`config.mk`:
```
export PLATFORM = sky130hd
export DESIGN_NAME = audio_frame_packer_flat
export DESIGN_NICKNAME = d
export VERILOG_FILES = /design/src/rtl/audio_frame_packer_if.sv /design/src/rtl/audio_frame_packer.sv /design/src/flat_wrapper.sv
export SDC_FILE = /design/constraint.sdc
export NUM_CORES = 1
export LEC_CHECK = 0
export BUFFER_PORTS_ARGS = -buffer_cell sky130_fd_sc_hd__buf_2
export CORE_MARGIN = 2
export CORE_UTILIZATION = 58
export CTS_BUF_LIST = sky130_fd_sc_hd__clkbuf_2 sky130_fd_sc_hd__clkbuf_4 sky130_fd_sc_hd__clkbuf_8
export CTS_CLUSTER_SIZE = 10
export DETAILED_ROUTE_END_ITERATION = 12
export PLACE_DENSITY = 0.82
export SYNTH_ARGS = -nofsm -noshare
export SYNTH_HDL_FRONTEND = slang
export SYNTH_SLANG_ARGS = --single-unit
```
`constraint.sdc`:
```
create_clock -name fifo_clk_i -period 6.2 [get_ports fifo_clk_i]
set_clock_uncertainty 0.15 [all_clocks]
set_input_delay 1.24 -clock fifo_clk_i [delete_from_list [all_inputs] [get_ports fifo_clk_i]]
set_output_delay 1.24 -clock fifo_clk_i [all_outputs]
set_load 0.03 [all_outputs]
```
`src/rtl/audio_frame_packer_if.sv`:
```
// Byte-stream input, sample-FIFO output and statistics bundle for audio_frame_packer.
// slave = packer side, master = byte source / sample sink side.
interface audio_frame_packer_if;
    logic        byte_wr_en_i;
    logic [7:0]  byte_data_i;
    logic        byte_full_o;
    logic        byte_afull_o;
    logic        sample_wr_en_o;
    logic [47:0] sample_data_o;
    logic        sample_full_i;
    logic        sample_afull_i;
    logic        overflow_o;
    logic [15:0] frame_cnt_o;
    logic [15:0] err_cnt_o;

    modport slave (
        input  byte_wr_en_i, byte_data_i, sample_full_i, sample_afull_i,
        output byte_full_o, byte_afull_o, sample_wr_en_o, sample_data_o,
               overflow_o, frame_cnt_o, err_cnt_o
    );

    modport master (
        output byte_wr_en_i, byte_data_i, sample_full_i, sample_afull_i,
        input  byte_full_o, byte_afull_o, sample_wr_en_o, sample_data_o,
               overflow_o, frame_cnt_o, err_cnt_o
    );
endinterface

```
`src/rtl/audio_frame_packer.sv`:
```
// Packs SYNC,L0..L2,R0..R2,CSUM byte frames into 48-bit samples; AUDIO_PACKER_STATS_EN builds counters.
// Latency: CSUM byte popped at cycle M -> sample write strobe at M+1; bytes sit >= 1 cycle in a 2-entry skid.
// Backpressure: holds a checked frame while the sample FIFO is full/afull; byte_afull_o throttles upstream.
module audio_frame_packer #(
    parameter logic [7:0] SYNC_BYTE = 8'hA5
) (
    input  logic                 fifo_clk_i,
    input  logic                 reset_i,
    audio_frame_packer_if.slave  bus
);
    typedef enum logic [1:0] {HUNT, DATA, CSUM, COMMIT} state_t;

    state_t          state, state_nxt;
    logic [2:0]      idx, idx_nxt;
    logic [7:0]      skid_mem [2];
    logic            wr_ptr, rd_ptr;
    logic [1:0]      count;
    logic            push, pop;
    logic [7:0]      pop_dat;
    logic [5:0][7:0] frame_reg;
    logic [7:0]      csum_acc;
    logic [47:0]     last_dat;
    logic            frame_pending;
    logic            commit;
    logic            overflow;

    assign frame_pending    = (state == COMMIT);
    assign bus.byte_full_o  = (count == 2'd2);
    assign bus.byte_afull_o = (count != 2'd0) || frame_pending;
    assign push             = bus.byte_wr_en_i && !bus.byte_full_o;
    assign pop              = (state != COMMIT) && (count != 2'd0);
    assign pop_dat          = skid_mem[rd_ptr];

    always_ff @(posedge fifo_clk_i or posedge reset_i) begin
        if (reset_i) begin
            skid_mem[0] <= '0;
            skid_mem[1] <= '0;
            wr_ptr      <= 1'b0;
            rd_ptr      <= 1'b0;
            count       <= 2'd0;
        end else begin
            if (push) begin
                skid_mem[wr_ptr] <= bus.byte_data_i;
                wr_ptr           <= ~wr_ptr;
            end
            if (pop) rd_ptr <= ~rd_ptr;
            case ({push, pop})
                2'b10:   count <= count + 2'd1;
                2'b01:   count <= count - 2'd1;
                default: count <= count;
            endcase
        end
    end

    always_comb begin
        state_nxt = state;
        idx_nxt   = idx;
        commit    = 1'b0;
        case (state)
            HUNT: begin
                if (pop && (pop_dat == SYNC_BYTE)) begin
                    state_nxt = DATA;
                    idx_nxt   = 3'd0;
                end
            end
            DATA: begin
                if (pop) begin
                    if (idx == 3'd5) state_nxt = CSUM;
                    else             idx_nxt   = idx + 3'd1;
                end
            end
            CSUM: begin
                if (pop) state_nxt = (pop_dat == csum_acc) ? COMMIT : HUNT;
            end
            COMMIT: begin
                if (!bus.sample_full_i && !bus.sample_afull_i) begin
                    commit    = 1'b1;
                    state_nxt = HUNT;
                end
            end
            default: state_nxt = HUNT;
        endcase
    end

    always_ff @(posedge fifo_clk_i or posedge reset_i) begin
        if (reset_i) begin
            state     <= HUNT;
            idx       <= 3'd0;
            frame_reg <= '0;
            csum_acc  <= 8'd0;
            last_dat  <= 48'd0;
            overflow  <= 1'b0;
        end else begin
            state <= state_nxt;
            idx   <= idx_nxt;
            if ((state == DATA) && pop) begin
                for (int i = 0; i < 6; i++) begin
                    if (idx == i[2:0]) frame_reg[i] <= pop_dat;
                end
                csum_acc <= (idx == 3'd0) ? pop_dat : (csum_acc ^ pop_dat);
            end
            if (commit) last_dat <= frame_reg;
            if (bus.byte_wr_en_i && bus.byte_full_o) overflow <= 1'b1;
        end
    end

    // The pending frame is only presented during its strobe so the output keeps the last written sample otherwise.
    assign bus.sample_wr_en_o = commit;
    assign bus.sample_data_o  = commit ? frame_reg : last_dat;
    assign bus.overflow_o     = overflow;

`ifdef AUDIO_PACKER_STATS_EN
    logic [15:0] frame_cnt, err_cnt;
    logic        err_evt;

    assign err_evt = pop && (((state == HUNT) && (pop_dat != SYNC_BYTE)) ||
                             ((state == CSUM) && (pop_dat != csum_acc)));

    always_ff @(posedge fifo_clk_i or posedge reset_i) begin
        if (reset_i) begin
            frame_cnt <= 16'd0;
            err_cnt   <= 16'd0;
        end else begin
            if (commit && (frame_cnt != 16'hFFFF)) frame_cnt <= frame_cnt + 16'd1;
            if (err_evt && (err_cnt != 16'hFFFF))  err_cnt   <= err_cnt + 16'd1;
        end
    end

    assign bus.frame_cnt_o = frame_cnt;
    assign bus.err_cnt_o   = err_cnt;
`else
    assign bus.frame_cnt_o = 16'd0;
    assign bus.err_cnt_o   = 16'd0;
`endif
endmodule

```
`src/flat_wrapper.sv`:
```
// flat-port wrapper written by rule: the top's interface ports become plain ports
module audio_frame_packer_flat 
#(
    parameter logic [7:0] SYNC_BYTE = 8'hA5
)
  (fifo_clk_i, reset_i, bus_byte_wr_en_i, bus_byte_data_i, bus_sample_full_i, bus_sample_afull_i, bus_byte_full_o, bus_byte_afull_o, bus_sample_wr_en_o, bus_sample_data_o, bus_overflow_o, bus_frame_cnt_o, bus_err_cnt_o);
  audio_frame_packer_if bus_i ();
  input  logic fifo_clk_i;
  input  logic reset_i;
  input wire logic [$bits(bus_i.byte_wr_en_i)-1:0] bus_byte_wr_en_i;
  input wire logic [$bits(bus_i.byte_data_i)-1:0] bus_byte_data_i;
  input wire logic [$bits(bus_i.sample_full_i)-1:0] bus_sample_full_i;
  input wire logic [$bits(bus_i.sample_afull_i)-1:0] bus_sample_afull_i;
  output wire logic [$bits(bus_i.byte_full_o)-1:0] bus_byte_full_o;
  output wire logic [$bits(bus_i.byte_afull_o)-1:0] bus_byte_afull_o;
  output wire logic [$bits(bus_i.sample_wr_en_o)-1:0] bus_sample_wr_en_o;
  output wire logic [$bits(bus_i.sample_data_o)-1:0] bus_sample_data_o;
  output wire logic [$bits(bus_i.overflow_o)-1:0] bus_overflow_o;
  output wire logic [$bits(bus_i.frame_cnt_o)-1:0] bus_frame_cnt_o;
  output wire logic [$bits(bus_i.err_cnt_o)-1:0] bus_err_cnt_o;
  assign bus_i.byte_wr_en_i = bus_byte_wr_en_i;
  assign bus_i.byte_data_i = bus_byte_data_i;
  assign bus_i.sample_full_i = bus_sample_full_i;
  assign bus_i.sample_afull_i = bus_sample_afull_i;
  assign bus_byte_full_o = bus_i.byte_full_o;
  assign bus_byte_afull_o = bus_i.byte_afull_o;
  assign bus_sample_wr_en_o = bus_i.sample_wr_en_o;
  assign bus_sample_data_o = bus_i.sample_data_o;
  assign bus_overflow_o = bus_i.overflow_o;
  assign bus_frame_cnt_o = bus_i.frame_cnt_o;
  assign bus_err_cnt_o = bus_i.err_cnt_o;
  audio_frame_packer #(.SYNC_BYTE(SYNC_BYTE)) u_core (.fifo_clk_i(fifo_clk_i), .reset_i(reset_i), .bus(bus_i));
endmodule
```
# After elaboration in Yosys (flattened, before gate mapping)
# Cells that the tools add are included.
classes:
  n_addsub: 3
  n_mul: 0
  div: 0
  order_cmp: 3
  n_eq_ne: 20
  shifts: 0
  n_mux: 22
  bitwise: 5
  reduce_logical: 24
op_table:
  columns: ["cell", "count"]
  rows:
  - ["2-to-1 mux 48 bit", 1]
  - ["2-to-1 mux 8 bit", 5]
  - ["bitwise mux 16 bit", 1]
  - ["2-to-1 mux 2 bit", 6]
  - ["AND reduction 2 bit", 6]
  - ["2-to-1 mux 3 bit", 3]
  - ["demux 8 bit (select 1 bit)", 1]
  - ["== test 2 bit, second input constant", 4]
  - ["== test 8 bit", 1]
  - ["== test 8 bit, second input constant", 1]
  - ["!= test 2 x 1 -> 1 bit, second input constant", 4]
  - ["one-hot mux 2 bit (4 select lines)", 1]
  - ["bitwise XOR 8 bit", 1]
  - ["logical AND 1 bit", 7]
  - ["== test 3 x 2 -> 1 bit, second input constant", 2]
  - ["== test 3 bit, second input constant", 2]
  - ["!= test 2 bit, second input constant", 3]
  - ["one-hot mux 3 bit (2 select lines)", 1]
  - ["nonzero test 2 bit", 3]
  - ["AND reduction 5 bit", 1]
  - ["== test 2 x 1 -> 1 bit, second input constant", 2]
  - [">= comparator 2 bit, second input constant", 2]
  - ["NOT 1 -> 2 bit", 2]
  - ["one-hot mux 2 bit (2 select lines)", 1]
  - ["12 further kinds", 16]
word_totals:
  reg_bits: 130
  latch_bits: 0
  ramBits: 0
  mem_bits_ro: 0
  inputBits: 13
  elab_cells: 93
  n_memories: 0

# Longest topological paths before layout
# Gate-level depths: netlist (run 1).
depth:
  depth_word: 8
  mapped_depth: 9
  mapped_depth_nobuf: 7

# Worst setup path after synthesis (run 1)
# No wires, ideal clock.
synth_path:
  kind: "input port to output port"
  from: "in bus_sample_afull_i"
  to: "out bus_sample_data_o[10]"
  arrival_ps: 2362
  required_ps: 4810
  path_slack_ps: 2448
  stages: 4
  path_buffers: 2
  path_cell_list: "or3_1 buf_2 buf_2 mux2_1"
synth_between:
  elab_chain_len: 5
synth_lines:
  columns: ["item", "line_no", "source"]
  rows:
  - ["start: declaration", "flat_wrapper.sv:13", "input wire logic [$bits(bus_i.sample_afull_i)-1:0] bus_sample_afull_i;"]
  - ["logical NOT 1 bit", "audio_frame_packer.sv:76", "if (!bus.sample_full_i && !bus.sample_afull_i) begin"]
  - ["logical AND 1 bit", "audio_frame_packer.sv:76", null]
  - ["2-to-1 mux 1 bit", "audio_frame_packer.sv:76", null]
  - ["2-to-1 mux 1 bit", "audio_frame_packer.sv:59", "case (state)"]
  - ["2-to-1 mux 48 bit", "audio_frame_packer.sv:109", "assign bus.sample_data_o = commit ? frame_reg : last_dat;"]
  - ["end: declaration", "flat_wrapper.sv:17", "output wire logic [$bits(bus_i.sample_data_o)-1:0] bus_sample_data_o;"]
# No other way between the ends.

# Final worst setup path (run 1)
layout_path:
  from: "in bus_sample_afull_i"
  to: "out bus_sample_data_o[7]"
# The elaborated chain is that of the path after synthesis.

==> impl_metrics.env, run 1 <==
export IMPL_syn_inst=473
export IMPL_rows=36
export IMPL_synth_common_cells="dfrtp_1 (130), a21oi_1 (59), nor2_1 (54)"
export IMPL_cp_max_fo=50
export IMPL_ys_async_sr_fraction_pct=100
export IMPL_hold_class="flop to flop"
export IMPL_insertion_delay_ns=0.42
export IMPL_yosysSeqAreaShare_pct=56.2
export IMPL_critPathArrivalTime_ns=2.81
export IMPL_routedWlPerCell_um=15.7
export IMPL_yosysWarningCount=0
export IMPL_firstDrtPassIters=4
export IMPL_drive_above_1_share_pct=26.3
export IMPL_yosysTopAreaCell="dfrtp_1"
export IMPL_nNetsFinal=554
export IMPL_portBuffers=64
export IMPL_r2r_start="u_core.rd_ptr"
export IMPL_diodes=0
export IMPL_cts_sinks=130
export IMPL_place_congestion=0.806
export IMPL_synthToLayoutAreaGrowth_pct=10.3
export IMPL_timing_fmax_ghz=0.238
export IMPL_reg2reg_slack_ns=3.44
export IMPL_ant_nets=0
export IMPL_critPathKind="input port to output pin"
export IMPL_min_period_ns=4.20
export IMPL_syn_area_per_cell_um2=12.2
export IMPL_tightest_slew_ns=1.04
export IMPL_core_um2=9730
export IMPL_drt_vias_per_instance=5.22
export IMPL_synth_flop_cell="dfrtp_1"
export IMPL_die_x_um=104
export IMPL_path_clk_slew_ns=0.07
export IMPL_cts_resized_gates=0
export IMPL_h_tree_depth=4
export IMPL_drcViolationCount=0
export IMPL_clockBufferDepth=2
export IMPL_wl_met1_um=4580
export IMPL_hold_viol_final=0
export IMPL_grt_start_max_net_pins=74
export IMPL_grt_pass1_vias=3630
export IMPL_synth_area_top_cells="dfrtp_1 (56%), mux2_1 (7.4%), a21oi_1 (5.1%)"
export IMPL_final_setup_tns_ns=0
export IMPL_dieArea_um2=10800
export IMPL_grt_overflow=0
export IMPL_cp_start_kind="input port"
export IMPL_drt_wl_total_um=10700
export IMPL_final_max_slew_viol_count=0
export IMPL_cts_hold_buffers=0
export IMPL_critPathCapture="bus_sample_data_o[7]"
export IMPL_top_layer_used="met4"
export IMPL_crit_start="bus_sample_afull_i"
export IMPL_cp_end_kind="output pin"
export IMPL_max_vdd_ir_drop_v=0.000243
export IMPL_drv_cap=0
export IMPL_initial_core_util_pct=59.5
export IMPL_slew_headroom_pct=30.6
export IMPL_synth_top_area_share_pct=56.2
export IMPL_yosysMostFrequentCell="dfrtp_1"
export IMPL_antenna_found_initial=0
export IMPL_yosys_cell_types_count=44
export IMPL_grt_usage_pct=21.1
export IMPL_post_cts_repair_setup_buffers=0
export IMPL_finalSetupViolCount=0
export IMPL_root_buffer="clkbuf_8"
export IMPL_status="finished, final reports clean"
export IMPL_syn_area_um2=5790
export IMPL_io_pins=97
export IMPL_finalCritPeriodShare_pct=67.8
export IMPL_synth_edf_count=0
export IMPL_critPathRequiredTime_ns=4.81
export IMPL_wl_met3_um=570
export IMPL_grt_first_pass_wirelength_um=17900
export IMPL_r2r_end="u_core.state[0]"
export IMPL_fp_dieH_um=104
export IMPL_placement_cell_area_um2=6010
export IMPL_power_leakage_nw=3.22
export IMPL_dpl_hpwl_um=7020
export IMPL_route_vias_total=3547
export IMPL_rsz0062_at_grt="false"
export IMPL_worst_r2r_path_depth=5
export IMPL_p_per_area_nw_per_um2=540
export IMPL_cts_buffers=17
export IMPL_cts_tree="done"
export IMPL_dr_wl_met2_um=5370
export IMPL_synth_seq_cells=130
export IMPL_drt_iter0_drc=281
export IMPL_fin_area_um2=6380
[metal layers]
metal,global-route usage (%),vias to the layer above
met2,35.2,101
met5,0,-
met1,26.8,1753
met3,5.51,13
met4,7.63,0
li1,-,1680
[final cells by class]
type,instances,area (µm²)
Clock inverter,11,115
Clock buffer,20,256
Fill cell,776,3350
Multi-Input combinational cell,305,2200
Tap cell,133,166
Sequential cell,130,3250
Inverter,15,58.8
Timing Repair Buffer,66,335
[critical path, stage by stage]
cell and delay [ns]:
buf_2 0.10, or3_2 0.46, buf_4 0.36, mux2_1 0.44, buf_2 0.19
[worst min-delay path by stage]
stage,from,end,slack (ns),cells after the start
floorplan,u_core.frame_reg[25],u_core.frame_reg[25],0.29,2
global placement,u_core.bus.overflow_o,u_core.bus.overflow_o,0.29,1
detailed placement,u_core.bus.overflow_o,u_core.bus.overflow_o,0.32,1
CTS,u_core.bus.overflow_o,u_core.bus.overflow_o,0.33,1
global route,u_core.bus.overflow_o,u_core.bus.overflow_o,0.35,1
finish,u_core.frame_reg[27],u_core.frame_reg[27],0.33,2
[report_power, final]
group,leakage (nW),internal (W),switching (W),total [W]
combinational,1.40,0.000516,0.000821,0.00134
clock,0.196,0.000364,0.000306,0.000670
sequential,1.63,0.00119,0.000249,0.00144
[cell usage in the layout (no fill, tap or decap), types with 2 or more instances in the layout]
cell type	netlist	routed
dfrtp_1	130	130
buf_2	9	64
a21oi_1	59	59
nor2_1	54	54
mux2_1	38	38
conb_1	1	32
clkbuf_8	0	17
mux2_2	16	16
nand2_1	14	14
inv_1	14	13
o22ai_1	12	12
xnor2_1	11	11
mux2_4	10	10
mux2i_4	8	8
o21ai_1	6	6
ha_1	6	6
clkinv_2	0	6
and3_1	4	4
o21ai_0	4	4
clkbuf_4	0	3
nor3_2	2	2
nand3_1	2	2
nand2b_1	2	2
nor2_2	2	2
nor2_8	2	2
a21oi_2	2	2
xor2_1	2	2
bufinv_16	0	2
clkinv_4	0	2
buf_4	35	2
[through the flow]
| stage | util, % | hold WS [ns] | std cells | power, W | setup WS, ns |
|---|---|---|---|---|---|
| floorplan | - | 0.293 | 504 | 0.00246 | 1.34 |
| global placement | 61.8 | 0.290 | 649 | 0.00272 | 2.01 |
| detailed placement | 61.8 | 0.315 | 649 | 0.00279 | 1.99 |
| CTS | 65.6 | 0.333 | 680 | 0.00348 | 1.99 |
| global route | 65.6 | 0.350 | 680 | 0.00367 | 1.93 |
| finish | 65.6 | 0.330 | 680 | 0.00345 | 2.00 |
[cells by family (layout without fill, tap and decap cells)]
family,Yosys count,after routing,synth area share [%]
other cells,1,32,0.0648
buf+inv,69,112,7.85
fa+ha+maj,6,6,1.30
mux,72,72,16.2
simple gates,91,91,7.68
compound gates,91,91,8.69
xor+xnor,13,13,1.97
flops,130,130,56.2
Power figures use the tool's default switching activity.
==> inputs of run 2 (changes only) <==
==> constraint.sdc (replaced) <==
create_clock -name fifo_clk_i -period 4.2 [get_ports fifo_clk_i]
set_clock_uncertainty 0.15 [all_clocks]
set_input_delay 0.84 -clock fifo_clk_i [delete_from_list [all_inputs] [get_ports fifo_clk_i]]
set_output_delay 0.84 -clock fifo_clk_i [all_outputs]
set_load 0.03 [all_outputs]
==> impl_metrics.env, run 2 (same netlist as run 1, synthesis figures left out) <==
export IMPL_hold_class="flop to flop"
export IMPL_synthToLayoutAreaGrowth_pct=10.6
export IMPL_grt_pass1_vias=3534
export IMPL_max_stage_delay_ns=0.55
export IMPL_portBuffers=64
export IMPL_antenna_found_initial=0
export IMPL_finalSetupViolCount=0
export IMPL_top_layer_used="met4"
export IMPL_p_per_area_nw_per_um2=797
export IMPL_critPathArrivalTime_ns=2.55
export IMPL_root_buffer="clkbuf_8"
export IMPL_routedWlPerCell_um=15.9
export IMPL_final_common_cell="dfrtp_1"
export IMPL_diodes=0
export IMPL_cp_max_fo=50
export IMPL_wl_met3_um=485
export IMPL_p_seq_share_pct=42.0
export IMPL_final_setup_tns_ns=0
export IMPL_max_vdd_ir_drop_v=0.000335
export IMPL_slew_headroom_pct=29.1
export IMPL_clockBufferDepth=2
export IMPL_route_vias_total=3595
export IMPL_h_tree_depth=4
export IMPL_min_period_ns=3.54
export IMPL_wl_met1_um=4650
export IMPL_grt_first_pass_wirelength_um=17900
export IMPL_power_leakage_nw=3.23
export IMPL_grt_overflow=0
export IMPL_place_congestion=0.772
export IMPL_p_clk_share_pct=19.3
export IMPL_initial_core_util_pct=59.5
export IMPL_dpl_hpwl_um=7100
export IMPL_cts_sinks=130
export IMPL_crit_path_cell_trace="nand2_1 -> or3_2 -> buf_4 -> mux2_1 -> buf_2"
export IMPL_hold_viol_final=0
export IMPL_insertion_delay_ns=0.43
export IMPL_dp_cells=650
export IMPL_drt_vias_per_instance=5.29
export IMPL_switching_share_pct=39.7
export IMPL_die_x_um=104
export IMPL_final_max_slew_viol_count=0
export IMPL_drive_above_1_share_pct=26.2
export IMPL_status="finished, final reports clean"
export IMPL_cp_start_kind="flop"
export IMPL_fp_dieH_um=104
export IMPL_core_um2=9730
export IMPL_nNetsFinal=555
export IMPL_dieArea_um2=10800
export IMPL_cts_hold_buffers=0
export IMPL_path_clk_slew_ns=0.07
export IMPL_cts_tree="done"
export IMPL_tightest_slew_ns=1.06
export IMPL_critPathRequiredTime_ns=3.21
export IMPL_drv_cap=0
export IMPL_drcViolationCount=0
export IMPL_p_comb_share_pct=38.8
export IMPL_rsz0062_at_grt="false"
export IMPL_dr_wl_met2_um=5480
export IMPL_cp_end_kind="output pin"
export IMPL_rows=36
export IMPL_critPathKind="flop to output pin"
export IMPL_placement_cell_area_um2=6030
export IMPL_grt_start_max_net_pins=55
export IMPL_post_cts_repair_setup_buffers=0
export IMPL_cts_buffers=17
export IMPL_instances_no_fill=679
export IMPL_finalCritPeriodShare_pct=84.4
export IMPL_drt_wl_total_um=10800
export IMPL_slowest_stage="dfrtp_1"
export IMPL_grt_usage_pct=21.4
export IMPL_mostFrequentLayoutCells="dfrtp_1 (130), buf_2 (64), a21oi_1 (59)"
export IMPL_cts_resized_gates=0
export IMPL_fin_area_um2=6400
export IMPL_p_total_w=0.00510
export IMPL_switchingPower_w=0.00203
export IMPL_ant_nets=0
export IMPL_io_pins=97
export IMPL_intPower_w=0.00307
export IMPL_drt_iter0_drc=230
export IMPL_firstDrtPassIters=4
export IMPL_timing_fmax_ghz=0.282
[run 2: final timing paths]
kind                                       start               endpoint  slack (ns)  cells after the start
max                              u_core.state[1]   bus_sample_data_o[6]        0.66                      5
min in group asynchronous                reset_i   u_core.frame_reg[40]        0.47                      2
max in group asynchronous                reset_i     u_core.skid_mem[9]        2.51                      3
min                        u_core.bus.overflow_o  u_core.bus.overflow_o        0.31                      1
min reg2reg                u_core.bus.overflow_o  u_core.bus.overflow_o        0.31                      1
max reg2reg                        u_core.rd_ptr        u_core.state[0]        1.48                      5
[run 2: layout make-up]
class / count / area (µm²)
fill: 730 / 3330
inverter: 15 / 60.1
multi-input combinational: 305 / 2200
sequential: 130 / 3250
clock buffer: 24 / 318
timing repair buffer: 67 / 355
tap: 133 / 166
clock inverter: 5 / 52.6
[run 2: critical path, delay by kind of cell (launching register included)]
kind	cells	cell delay, ns
and+or+nand+nor	2	0.56
DFF	1	0.55
buffers and inverters	2	0.52
muxes	1	0.45
[run 2: power groups by stage]
stage	Sequential, W	Clock [W]	Combinational (W)
finish	0.00214	0.000983	0.00198
global route	0.00220	0.00106	0.00216
CTS	0.00214	0.000993	0.00199
detailed placement	0.00216	0	0.00197
global placement	0.00212	0	0.00190
floorplan	0.00200	0	0.00163
[run 2: per-stage QoR]
stage,hold slack [ns],setup WS [ns],util (%)
after floorplan,0.293,1.25,-
after global placement,0.294,0.804,62.0
after detailed placement,0.301,0.792,62.0
after CTS,0.319,0.654,65.8
after global routing,0.349,0.515,65.8
final,0.312,0.656,65.8
[run 2: layer usage]
layer | global-route usage, % | vias up
met2 | 34.8 | 99
met1 | 27.9 | 1799
met5 | 0 | -
met3 | 5.01 | 16
met4 | 8.69 | 0
li1 | - | 1681
==> inputs of run 3 (changes only) <==
--- a/config.mk
+++ b/config.mk
@@ -7,11 +7,11 @@
 export LEC_CHECK = 0
 export BUFFER_PORTS_ARGS = -buffer_cell sky130_fd_sc_hd__buf_2
 export CORE_MARGIN = 2
-export CORE_UTILIZATION = 58
+export CORE_UTILIZATION = 53
 export CTS_BUF_LIST = sky130_fd_sc_hd__clkbuf_2 sky130_fd_sc_hd__clkbuf_4 sky130_fd_sc_hd__clkbuf_8
 export CTS_CLUSTER_SIZE = 10
 export DETAILED_ROUTE_END_ITERATION = 12
-export PLACE_DENSITY = 0.82
+export PLACE_DENSITY = 0.79
 export SYNTH_ARGS = -nofsm -noshare
 export SYNTH_HDL_FRONTEND = slang
 export SYNTH_SLANG_ARGS = --single-unit
==> constraint.sdc (replaced) <==
create_clock -name fifo_clk_i -period 3.1 [get_ports fifo_clk_i]
set_clock_uncertainty 0.15 [all_clocks]
set_input_delay 0.62 -clock fifo_clk_i [delete_from_list [all_inputs] [get_ports fifo_clk_i]]
set_output_delay 0.62 -clock fifo_clk_i [all_outputs]
set_load 0.03 [all_outputs]
==> impl_metrics.env, run 3 (same netlist as run 1, synthesis figures left out) <==
export IMPL_insertion_delay_ns=0.44
export IMPL_diodes=0
export IMPL_hold_viol_final=0
export IMPL_p_per_area_nw_per_um2=1100
export IMPL_grt_first_pass_wirelength_um=18000
export IMPL_clockBufferDepth=2
export IMPL_final_common_cell="dfrtp_1"
export IMPL_final_max_slew_viol_count=0
export IMPL_grt_start_max_net_pins=131
export IMPL_place_congestion=0.795
export IMPL_critPathRequiredTime_ns=2.33
export IMPL_reg2reg_slack_ns=0.61
export IMPL_route_vias_total=3604
export IMPL_cp_end_kind="output pin"
export IMPL_die_x_um=108
export IMPL_firstDrtPassIters=4
export IMPL_h_tree_depth=4
export IMPL_dieArea_um2=11800
export IMPL_synthToLayoutAreaGrowth_pct=13.5
export IMPL_mostFrequentLayoutCells="dfrtp_1 (129), buf_2 (64), a21oi_1 (59)"
export IMPL_nNetsFinal=564
export IMPL_rows=38
export IMPL_rsz0062_at_grt="false"
export IMPL_drt_vias_per_instance=5.17
export IMPL_p_total_w=0.00722
export IMPL_critPathArrivalTime_ns=2.12
export IMPL_cts_sinks=130
export IMPL_drcViolationCount=0
export IMPL_post_route_util_pct=61.1
export IMPL_setup_ws_ns=0.211
export IMPL_fp_dieH_um=108
export IMPL_cts_tree="done"
export IMPL_tightest_slew_ns=1.04
export IMPL_antenna_found_initial=0
export IMPL_ant_nets=0
export IMPL_path_clk_slew_ns=0.07
export IMPL_routedWlPerCell_um=16.3
export IMPL_min_period_ns=2.89
export IMPL_power_leakage_nw=3.31
export IMPL_drt_iter0_drc=288
export IMPL_dp_slack_ns=0.255
export IMPL_cts_hold_buffers=0
export IMPL_grt_pass1_vias=3494
export IMPL_final_setup_tns_ns=0
export IMPL_initial_core_util_pct=53.8
export IMPL_core_um2=10700
export IMPL_hold_class="input port to asynchronous set/reset pin"
export IMPL_max_vdd_ir_drop_v=0.000436
export IMPL_slew_headroom_pct=30.7
export IMPL_finalSetupViolCount=0
export IMPL_cp_start_kind="flop"
export IMPL_dpl_hpwl_um=7470
export IMPL_cts_buffers=17
export IMPL_grt_overflow=0
export IMPL_drt_wl_total_um=11300
export IMPL_drive_above_1_share_pct=27.8
export IMPL_portBuffers=64
export IMPL_drv_cap=0
export IMPL_critPathKind="flop to output pin"
export IMPL_timing_fmax_ghz=0.346
export IMPL_io_pins=97
export IMPL_root_buffer="clkbuf_8"
export IMPL_status="finished, final reports clean"
export IMPL_finalCritPeriodShare_pct=93.2
export IMPL_cp_max_fo=25
export IMPL_grt_usage_pct=20.3
run 3: changes by cell type in the layout (fill, tap and decap cells not counted), sizes merged:
cell	before	now
clkbuf	24	21
buf	67	75
clkinv	3	6
bufinv	1	4
run 3: timing repair:
item / CTS / global route
setup buffers: 0 / 0
setup endpoints to repair: 0 / 48
resized for setup: 0 / 2
run 3: per-stage QoR:
stage          hold slack, ns  instances  cell area, µm²
6_report                0.224        697            6570
5_1_grt                 0.255        697            6570
4_1_cts                 0.255        696            6540
3_5_place_dp            0.299        665            6110
3_3_place_gp            0.291        665            6110
2_1_floorplan           0.293        504            5910
run 3: worst max-delay path, stage by stage (launching register included):
cell and delay (ns):
dfrtp_2 0.43, nand2_1 0.09, or3_4 0.38, clkbuf_16 0.24
mux2_1 0.35, buf_2 0.19
run 3: area by class of cell:
cell class	instances	area, µm²
Fill cell	869	4180
Sequential cell	130	3250
Multi-Input combinational cell	305	2200
Timing Repair Buffer	76	453
Clock buffer	20	263
Tap cell	140	175
Clock inverter	11	161
Inverter	15	60.1
run 3: path summary, 6_finish.rpt:
path	startpoint	to	depth (start not counted)
max in group asynchronous	reset_i	u_core.state[0]	3
min	reset_i	u_core.last_dat[41]	3
min reg2reg	u_core.bus.overflow_o	u_core.bus.overflow_o	1
min in group fifo_clk_i	bus_byte_wr_en_i	u_core.bus.overflow_o	2
max	u_core.state[0]	bus_sample_data_o[10]	5
max reg2reg	u_core.rd_ptr	u_core.state[0]	5
run 3: per-layer routing:
layer | GRT usage [%] | part of all wire [%] | vias up
li1 | - | - | 1707
met1 | 26.2 | 43 | 1773
met2 | 32.9 | 49 | 117
met3 | 5.12 | 6.3 | 7
met4 | 8.24 | 0.93 | 0
met5 | 0 | 0 | -
run 3: report_power, final:
part | switching (W) | internal (W)
clock network | 0.000621 | 0.000904
registers | 0.000528 | 0.00239
logic | 0.00165 | 0.00113
